**src/rtl/uart_pkg.sv**
```systemverilog
// Shared types and helpers for the configurable UART transmitter (and the future receiver).
package uart_pkg;

  typedef enum logic [1:0] {
    PAR_NONE = 2'd0,
    PAR_EVEN = 2'd1,
    PAR_ODD  = 2'd2
  } parity_e;

  typedef enum logic [2:0] {
    IDLE   = 3'd0,
    START  = 3'd1,
    DATA   = 3'd2,
    PARITY = 3'd3,
    STOP   = 3'd4
  } tx_state_e;

  localparam int MAX_DATA_BITS = 9;

  function automatic int frame_bits(int data_bits, int parity, int stop_bits);
    return 1 + data_bits + ((parity != 0) ? 1 : 0) + stop_bits;
  endfunction

  // Callers zero-extend narrower words; extra zeros do not change the XOR.
  function automatic logic parity_bit(parity_e mode, logic [MAX_DATA_BITS-1:0] word);
    case (mode)
      PAR_EVEN: return ^word;
      PAR_ODD:  return ~^word;
      default:  return 1'b0;
    endcase
  endfunction

endpackage

```
**src/rtl/uart_baud_gen.sv**
```systemverilog
// Bit-period timer: counts 0..div-1 and flags the last clock of each bit; load restarts a period.
module uart_baud_gen #(
  parameter int DIV_W = 16
) (
  input  logic             clk,
  input  logic             rst_n,
  input  logic             load,
  input  logic [DIV_W-1:0] div,
  output logic             tick
);

  logic [DIV_W-1:0] cnt_r;

  assign tick = (cnt_r == (div - DIV_W'(1)));

  // Period counter, cleared at frame start and after every tick.
  always_ff @(posedge clk or negedge rst_n) begin
    if (!rst_n) begin
      cnt_r <= '0;
    end else if (load || tick) begin
      cnt_r <= '0;
    end else begin
      cnt_r <= cnt_r + DIV_W'(1);
    end
  end

endmodule

```
**src/rtl/uart_tx_cfg.sv**
```systemverilog
// UART transmitter with build-time frame format and run-time baud divisor, valid/ready input.
module uart_tx_cfg
  import uart_pkg::*;
#(
  parameter int CLK_FREQ  = 50000000,
  parameter int BAUD_RATE = 9600,
  parameter int DATA_BITS = 8,
  parameter int PARITY    = 0,
  parameter int STOP_BITS = 1,
  parameter int DIV_W     = 16
) (
  input  logic                 clk,
  input  logic                 rst_n,
  input  logic [DATA_BITS-1:0] data_in,
  input  logic                 valid,
  output logic                 ready,
  input  logic [DIV_W-1:0]     baud_div,
  output logic                 tx,
  output logic                 busy,
  output logic                 frame_done
);

  localparam logic [DIV_W-1:0] DIV_DEFAULT = DIV_W'(CLK_FREQ / BAUD_RATE);
  localparam parity_e          PAR_MODE    = parity_e'(PARITY);
  localparam logic [3:0]       IDX_LAST    = 4'(DATA_BITS - 1);
  localparam logic             STOP_LAST   = 1'(STOP_BITS - 1);

  if (DATA_BITS < 5 || DATA_BITS > 9 || PARITY < 0 || PARITY > 2 ||
      STOP_BITS < 1 || STOP_BITS > 2) begin : g_bad_param
    $error("uart_tx_cfg: illegal DATA_BITS/PARITY/STOP_BITS");
  end

  tx_state_e            state_r;
  logic [DATA_BITS-1:0] shift_r;
  logic [DIV_W-1:0]     div_r;
  logic                 par_r;
  logic [3:0]           idx_r;
  logic                 stop_r;
  logic                 accept_s;
  logic                 tick_s;
  logic [DIV_W-1:0]     eff_div_s;

  assign accept_s  = valid & ready;
  assign eff_div_s = (baud_div == '0) ? DIV_DEFAULT : baud_div;

  uart_baud_gen #(.DIV_W(DIV_W)) u_baud (
    .clk   (clk),
    .rst_n (rst_n),
    .load  (accept_s),
    .div   (div_r),
    .tick  (tick_s)
  );

  // Frame sequencer; ready/busy/tx/frame_done are all registered here.
  always_ff @(posedge clk or negedge rst_n) begin
    if (!rst_n) begin
      state_r    <= IDLE;
      shift_r    <= '0;
      div_r      <= '0;
      par_r      <= 1'b0;
      idx_r      <= 4'd0;
      stop_r     <= 1'b0;
      tx         <= 1'b1;
      ready      <= 1'b1;
      busy       <= 1'b0;
      frame_done <= 1'b0;
    end else begin
      frame_done <= 1'b0;
      case (state_r)
        IDLE: begin
          if (valid) begin
            state_r <= START;
            shift_r <= data_in;
            div_r   <= eff_div_s;
            par_r   <= parity_bit(PAR_MODE, MAX_DATA_BITS'(data_in));
            tx      <= 1'b0;
            ready   <= 1'b0;
            busy    <= 1'b1;
          end
        end
        START: begin
          if (tick_s) begin
            state_r <= DATA;
            tx      <= shift_r[0];
            shift_r <= shift_r >> 1;
            idx_r   <= 4'd0;
          end
        end
        DATA: begin
          if (tick_s) begin
            if (idx_r != IDX_LAST) begin
              tx      <= shift_r[0];
              shift_r <= shift_r >> 1;
              idx_r   <= idx_r + 4'd1;
            end else if (PAR_MODE != PAR_NONE) begin
              state_r <= uart_pkg::PARITY;
              tx      <= par_r;
            end else begin
              state_r <= STOP;
              tx      <= 1'b1;
              stop_r  <= 1'b0;
            end
          end
        end
        uart_pkg::PARITY: begin
          if (tick_s) begin
            state_r <= STOP;
            tx      <= 1'b1;
            stop_r  <= 1'b0;
          end
        end
        STOP: begin
          if (tick_s) begin
            if (stop_r == STOP_LAST) begin
              state_r    <= IDLE;
              ready      <= 1'b1;
              busy       <= 1'b0;
              frame_done <= 1'b1;
            end else begin
              stop_r <= stop_r + 1'b1;
            end
          end
        end
        default: begin
          state_r <= IDLE;
          tx      <= 1'b1;
          ready   <= 1'b1;
          busy    <= 1'b0;
        end
      endcase
    end
  end

endmodule
```
**config.mk**
```make
export PLATFORM = sky130hd
export DESIGN_NAME = uart_tx_cfg
export DESIGN_NICKNAME = d
export VERILOG_FILES = /design/src/rtl/uart_pkg.sv /design/src/rtl/uart_baud_gen.sv /design/src/rtl/uart_tx_cfg.sv
export SDC_FILE = /design/constraint.sdc
export NUM_CORES = 1
export LEC_CHECK = 0
export CAP_MARGIN = 40
export CORE_ASPECT_RATIO = 1.4
export CORE_UTILIZATION = 57
export CTS_CLUSTER_DIAMETER = 40
export DETAILED_ROUTE_END_ITERATION = 7
export PLACE_DENSITY = 0.84
export RECOVER_POWER = 50
export SETUP_SLACK_MARGIN = 0.4
export SLEW_MARGIN = 40
export SYNTH_ARGS = -nofsm -noshare
export SYNTH_HDL_FRONTEND = slang
export SYNTH_SLANG_ARGS = --single-unit
```
**constraint.sdc**
```tcl
create_clock -name clk -period 4.6 [get_ports clk]
set_clock_uncertainty 0.15 [all_clocks]
set_input_delay 0.92 -clock clk [delete_from_list [all_inputs] [get_ports clk]]
set_output_delay 0.92 -clock clk [all_outputs]
set_load 0.03 [all_outputs]
```
==> summary.md, run 1 <==
| Metric | Value |
|---|---|
| CTS Root Buffer Type | clkbuf_8 |
| Internal power | 0.584 mW |
| Crit path capture type | flop |
| Residual overflow from global routing | 0 |
| Leakage power of the design | 1.49 nW |
| Prevailing post-synth register cell | dfrtp_1 |
| Clock group share of total power | 0.334 |
| Count of buffers from port buffering | 30 |
| Share of Yosys cell area claimed by the top area cell type | 0.389 |
| Number of levels the H-tree was split into | 2 |
| Number of flops mapped to enable cells by yosys | 0 |
| Post-DR vias/cell | 6.09 |
| Total detailed-routing wirelength | 6710 um |
| Max-slew headroom | -0.767 |
| Top-level I/O count | 31 |
| 1st-pass router iterations | 4 |
| Residual DRC count | 0 |
| Failing checks | max-capacitance violations, max-slew violations |
| Number of clock sinks seen by CTS | 51 |
| DR WL/cell | 15.8 um |
| First-pass GRT wire length | 11,600 um |
| Post-cts sizing count | 0 |
| Die width | 64.8 um |
| Arrival @ worst endpoint | 3.73 ns |
| Hold violation total from the final report | 0 |
| Number of warnings issued by yosys | 0 |
| Cell types with the largest area share after synthesis | dfrtp_1 39%, nand2_1 6.1%, mux2_2 5.7%, xnor2_1 5.0%, nor2_1 4.3% |
| Combinational group share of total power | 0.056 |
| Largest voltage drop on the vdd net | 0.000164 V |
| Max frequency | 271 MHz |
| Total routing usage reported by global routing | 0.253 |
| Total die area | 5830 um2 |
| Critical path cell sequence | inv_1 > ha_1 > or3b_2 > or4_4 > mux2_4 > a211oi_2 > nand4_2 > nor2_1 > mux2_2 |
| Slowest cell on crit path | or3b_2 |
| Number of max-capacitance violations reported | 1 |
| Layout net count | 387 |
| Total of fill cells in the finished design | 450 |
| Via count of the first global-routing pass | 2,679 |
| Source-to-sink clock delay at the later pin of the worst-skew pair | 0.30 ns |
| Syn_nets | 368 |
| Inserted Clock Buffers | 5 |
| Overall power consumption | 0.743 mW |
| Starting density of the core | 0.601 |
| Library cell occupying the most area in the post-synthesis netlist | dfrtp_1 |
| GP Congestion | 0.930 |
| Worst path top cell family by delay | simple AND/OR/NAND/NOR gates |
| Initial antenna violation count | 0 |
| Height of the chip | 90.0 um |
| RSZ-0062 raised after global routing | false |
| Post-Synthesis Cells | 338 |
| Fraction of layout cells with a size suffix above 1 | 0.131 |
| Worst setup SP type | flop |
| Antenna cell count | 0 |
| Layout Area Growth over Synthesis | 9.46% |
| Max stage delay on crit path | 0.51 ns |
| Number of routed nets with antenna violations | 0 |
| Inst Count DP | 416 |
| Post-synthesis async set-or-reset flop share | 1.00 |
| Worst Tran Pin Value | 2.65 ns |
| Iter 0 DRT Violations | 150 |
| Synthesized cell area | 3150 um2 |
| Post-CTS clock slew at the launch and capture registers of the worst setup and hold paths | 0.09 ns |
| Top fanout value on the critical path | 12 |
| Number of slew-limit violations in the final report | 52 |
| Final total negative setup slack | 0 ns |
| Post-route insts no fill | 424 |
| Worst path buffer plus inverter count | 1 |
| Power share of the sequential group | 0.611 |
| Maximum number of pins on one net before global-route repair | 52 |
| Startpoint-to-endpoint class of the critical path | flop to flop |
| Distinct cell type count of the synthesized netlist | 56 |
| Final setup violating endpoints | 0 |
| Net load switching power | 0.160 mW |
| Run status | finished with violations |
| Post-synthesis average cell area | 9.32 um2 |
| Cell Pwr Density | 216 nW/um2 |
| Maximum number of buffers from clock root to sink | 2 |
| Post-CTS Setup Repair Bufs | 0 |
| Share of the cycle needed by the critical path after routing | 0.802 |
| Sequential element share of the synthesized area | 0.406 |
| Placeable core area | 5240 um2 |
| Final period demand of the worst path | 3.69 ns |
| Cts hold-fix bufs | 0 |
| Num rows | 31 |
| Post-synthesis register bit count | 51 |
| TritonCTS clock tree | done |
| Path category of the worst min-delay check | flop to flop |
| Switching portion of total power | 0.215 |
| Total vias in the final route | 2,581 |
| Post-detail-place hpwl | 5110 um |
| Worst Path Required | 4.64 ns |
metal layers:
metal | wire length, um | part of all wire | vias to the layer above | GRT usage
li1 | - | - | 1223 | -
met1 | 2660 | 0.40 | 1260 | 0.294
met2 | 3610 | 0.54 | 79 | 0.432
met3 | 248 | 0.037 | 19 | 0.0444
met4 | 191 | 0.028 | 0 | 0.131
met5 | 0 | 0 | - | 0
worst register-to-register path, cell delays in order, from the launching register on:
cell      delay [ns]
dfrtp_1         0.44
inv_1           0.10
ha_1            0.34
or3b_2          0.51
or4_4           0.46
mux2_4          0.33
a211oi_2        0.26
nand4_2         0.32
nor2_1          0.31
mux2_2          0.36
flip-flops by register name, indices dropped and copies added, names as in the netlist:
name and flops:
busy 1, tx 1, frame_done 1, u_baud.cnt_r 16, shift_r 8, state_r 3
ready 1, idx_r 4, div_r 16
metrics by stage:
stage               instance area [um2]  worst slack [ns]   util  hold WS, ns
detailed placement                 3370             0.977  0.644        0.335
global route                       3450             0.729  0.658        0.374
finish                             3450             0.911  0.658        0.354
floorplan                          3150              1.40      -        0.317
global placement                   3370              1.08  0.644        0.332
CTS                                3450             0.946  0.660        0.357
kinds of logic (layout without fill, tap and decap cells):
kind of cell | after synthesis | count (layout) | share of synthesized area
AND/OR/NAND/NOR | 161 | 161 | 0.260
flip-flops | 51 | 51 | 0.406
AO/OA/AOI/OAI | 45 | 45 | 0.102
XOR/XNOR | 31 | 31 | 0.0862
buffers and inverters | 27 | 47 | 0.0616
multiplexers | 20 | 20 | 0.0715
adder cells (fa/ha/maj) | 3 | 3 | 0.0119
path summary, 6_finish.rpt:
path / depth (start not counted) / startpoint / endpoint / slack, ns
worst max-delay path: 9 / div_r[0] / idx_r[1] / 0.91
worst min-delay path: 2 / div_r[15] / div_r[15] / 0.35
worst max register to register: 9 / div_r[0] / idx_r[1] / 0.91
worst min register to register: 2 / div_r[15] / div_r[15] / 0.35
min in group asynchronous: 1 / rst_n / u_baud.cnt_r[13] / 1.29
max in group asynchronous: 1 / rst_n / u_baud.cnt_r[8] / 1.50
cell usage in the layout, fill, tap and decap left out, types with 4 or more instances in the layout:
| cell | count |
|---|---|
| clkbuf_1 | 4 |
| nor3_1 | 8 |
| nand4b_1 | 5 |
| and3_1 | 4 |
| mux2_2 | 16 |
| nand2_1 | 51 |
| clkdlybuf4s50_1 | 28 |
| nand3_1 | 15 |
| a211oi_1 | 4 |
| clkbuf_8 | 5 |
| nor4_1 | 11 |
| xor2_1 | 13 |
| o21ai_0 | 9 |
| nand4_1 | 4 |
| inv_1 | 8 |
| nor2_1 | 36 |
| xnor2_1 | 18 |
| a21oi_1 | 9 |
| dfrtp_1 | 49 |
cell usage after synthesis (all sizes together), types with 4 or more instances:
cell,number
nor3,8
or3,5
dfrtp,49
nand4b,5
nor2,36
xnor2,18
inv,8
buf,6
or4,6
o22a,4
a211oi,5
xor2,13
mux2,17
nor4,12
and3,5
nand3,15
nand4,5
nand2,51
o21ai,10
a21oi,9
clkbuf,10
power by group through the flow:
stage                     clock network (mW)  registers, mW  logic (mW)
final                                  0.248          0.454      0.0413
after global routing                   0.271          0.454      0.0457
after CTS                              0.255          0.454      0.0427
after detailed placement                   0          0.463      0.0426
after global placement                     0          0.462      0.0420
after floorplan                            0          0.463     0.00693
layout make-up:
| cell class | count | area, um2 | share of cell area |
|---|---|---|---|
| Clock buffer | 7 | 76.3 | 0.0221 |
| Clock inverter | 1 | 5.00 | 0.00145 |
| Inverter | 8 | 30.0 | 0.00871 |
| Multi-Input combinational cell | 260 | 1680 | 0.486 |
| Sequential cell | 51 | 1280 | 0.371 |
| Tap cell | 66 | 82.6 | 0.0240 |
| Timing Repair Buffer | 31 | 298 | 0.0864 |
(Power assumes the default switching activity.)
==> run 2: changes to the inputs <==
--- a/config.mk
+++ b/config.mk
@@ -7,10 +7,10 @@
 export LEC_CHECK = 0
 export CAP_MARGIN = 40
 export CORE_ASPECT_RATIO = 1.4
-export CORE_UTILIZATION = 57
+export CORE_UTILIZATION = 52
 export CTS_CLUSTER_DIAMETER = 40
 export DETAILED_ROUTE_END_ITERATION = 7
-export PLACE_DENSITY = 0.84
+export PLACE_DENSITY = 0.81
 export RECOVER_POWER = 50
 export SETUP_SLACK_MARGIN = 0.4
 export SLEW_MARGIN = 40
==> constraint.sdc (replaced) <==
create_clock -name clk -period 3 [get_ports clk]
set_clock_uncertainty 0.15 [all_clocks]
set_input_delay 0.6 -clock clk [delete_from_list [all_inputs] [get_ports clk]]
set_output_delay 0.6 -clock clk [all_outputs]
set_load 0.03 [all_outputs]
==> summary.md, run 2 (synthesis gave the netlist of run 1 again) <==
| Metric | Value |
|---|---|
| Residual overflow from global routing | 0 |
| Share of the cycle needed by the critical path after routing | 1.05 |
| Final setup violating endpoints | 9 |
| Worst slack at placement | -0.0926 ns |
| Initial antenna violation count | 0 |
| CTS Root Buffer Type | clkbuf_8 |
| Failing checks | negative setup slack |
| Cell Pwr Density | 290 nW/um2 |
| Max frequency | 319 MHz |
| Source-to-sink clock delay at the later pin of the worst-skew pair | 0.30 ns |
| Biggest registers after layout | div_r: 16 flops, u_baud.cnt_r: 16 flops, shift_r: 8 flops |
| Largest voltage drop on the vdd net | 0.000250 V |
| Run status | finished with violations |
| Instance area after placement | 3570 um2 |
| Number of max-capacitance violations reported | 0 |
| Slowest cell on crit path | or3_1 |
| Critical path cell sequence | buf_4 > or3_1 > buf_4 > o311a_2 > a211oi_2 > a211oi_2 > nand4_2 > buf_6 > buf_6 > nor3_2 > nor4_1 |
| Maximum number of pins on one net before global-route repair | 28 |
| Number of routed nets with antenna violations | 0 |
| Worst Tran Pin Value | 1.43 ns |
| Max-slew headroom | 0.0438 |
| Post-Route Utilization | 0.688 |
| Final total negative setup slack | -0.426 ns |
| Most used cells in the layout excluding fill and tap cells | 49 x dfrtp_1, 48 x nand2_1, 29 x clkdlybuf4s50_1 |
| Arrival @ worst endpoint | 3.18 ns |
| Starting density of the core | 0.537 |
| Path category of the worst min-delay check | flop to flop |
| Top fanout value on the critical path | 6 |
| Worst path buffer plus inverter count | 4 |
| TritonCTS clock tree | done |
| GP Congestion | 0.894 |
| Die width | 67.8 um |
| Via count of the first global-routing pass | 2,838 |
| Total die area | 6380 um2 |
| Hold violation total from the final report | 0 |
| Post-Layout Inst Area | 4040 um2 |
| Total vias in the final route | 2,822 |
| First-pass GRT wire length | 12,700 um |
| Post-CTS clock slew at the launch and capture registers of the worst setup and hold paths | 0.09 ns |
| Max stage delay on crit path | 0.49 ns |
| Iter 0 DRT Violations | 186 |
| Worst Path Required | 3.04 ns |
| Residual DRC count | 0 |
| Layout Area Growth over Synthesis | 28.2% |
| Count of buffers from port buffering | 30 |
| Number of slew-limit violations in the final report | 0 |
| Antenna cell count | 0 |
| Total detailed-routing wirelength | 8280 um |
| Worst setup SP type | flop |
| Inserted Clock Buffers | 5 |
| Total routing usage reported by global routing | 0.262 |
| Top-level I/O count | 31 |
| Final period demand of the worst path | 3.14 ns |
| Height of the chip | 94.1 um |
| Layout net count | 421 |
| Placeable core area | 5860 um2 |
| Crit path capture type | flop |
| Post-detail-place hpwl | 5690 um |
| Number of levels the H-tree was split into | 2 |
| Maximum number of buffers from clock root to sink | 2 |
| Number of clock sinks seen by CTS | 51 |
| Inst Count DP | 443 |
| 1st-pass router iterations | 6 |
| Post-route insts no fill | 462 |
| RSZ-0062 raised after global routing | true |
| Startpoint-to-endpoint class of the critical path | flop to flop |
| Most common library cell in the layout ignoring fill and taps | dfrtp_1 |
| Fraction of layout cells with a size suffix above 1 | 0.301 |
| Post-DR vias/cell | 6.11 |
| Num rows | 33 |
| PnR worst setup slack | -0.139 ns |
| Worst path top cell family by delay | simple AND/OR/NAND/NOR gates |
| Leakage power of the design | 1.73 nW |
| DR WL/cell | 17.9 um |
==> run 2: area by class of cell <==
type	count	area (um2)
inverter	8	30.0
sequential	51	1280
clock buffer	7	86.3
timing repair buffer	64	588
multi-input combinational	261	1960
clock inverter	1	5.00
fill	429	1830
tap	70	87.6
==> run 2: tightest hold or removal path: stages (launching register included) <==
cell	delay [ns]
dfrtp_1	0.38
nand2_1	0.06
nand2_1	0.05
==> run 2: report_power, final <==
| part | internal (mW) | total, mW | switching (mW) | leakage, nW |
|---|---|---|---|---|
| Combinational | 0.0423 | 0.0708 | 0.0285 | 1.03 |
| Sequential | 0.693 | 0.696 | 0.00347 | 0.644 |
| Clock | 0.186 | 0.403 | 0.217 | 0.0482 |
| Total | 0.922 | 1.17 | 0.249 | 1.73 |
==> run 2: final timing paths <==
check | startpoint | to | slack, ns | depth (start not counted)
worst max-delay path | div_r[0] | tx | -0.14 | 11
worst min-delay path | div_r[15] | div_r[15] | 0.37 | 2
worst max register to register | div_r[0] | tx | -0.14 | 11
worst min register to register | div_r[15] | div_r[15] | 0.37 | 2
max in group asynchronous | rst_n | div_r[1] | 0.66 | 3
min in group asynchronous | rst_n | u_baud.cnt_r[13] | 0.48 | 2
==> run 2: metrics by stage <==
stage	power (mW)	hold slack [ns]
after global placement	0.776	0.252
after global routing	1.21	0.377
final	1.17	0.366
after CTS	1.18	0.356
after floorplan	0.721	0.154
after detailed placement	0.779	0.251
==> run 2: layer usage <==
metal,GRT usage,up-vias,wire length [um]
met5,0,-,0
met4,0.120,0,258
met3,0.0437,27,325
met2,0.472,102,4620
met1,0.289,1393,3070
li1,-,1300,-
==> run 2: timing repair <==
action / in CTS / in global routing
endpoints found under the hold margin: 2 / 0
setup buffers: 6 / 3
endpoints found under the setup margin: 35 / 35
gates resized for setup: 35 / 30
pin swaps: 22 / 8
hold buffers: 1 / 0
gates cloned: 1 / 0
==> run 3: changes to the inputs <==
--- a/config.mk
+++ b/config.mk
@@ -5,7 +5,7 @@
 export SDC_FILE = /design/constraint.sdc
 export NUM_CORES = 1
 export LEC_CHECK = 0
-export CAP_MARGIN = 40
+export CAP_MARGIN = 20
 export CORE_ASPECT_RATIO = 1.4
 export CORE_UTILIZATION = 52
 export CTS_CLUSTER_DIAMETER = 40
==> results of run 3 <==
No change in the layout: final DEF, timing and power equal those of run 2.
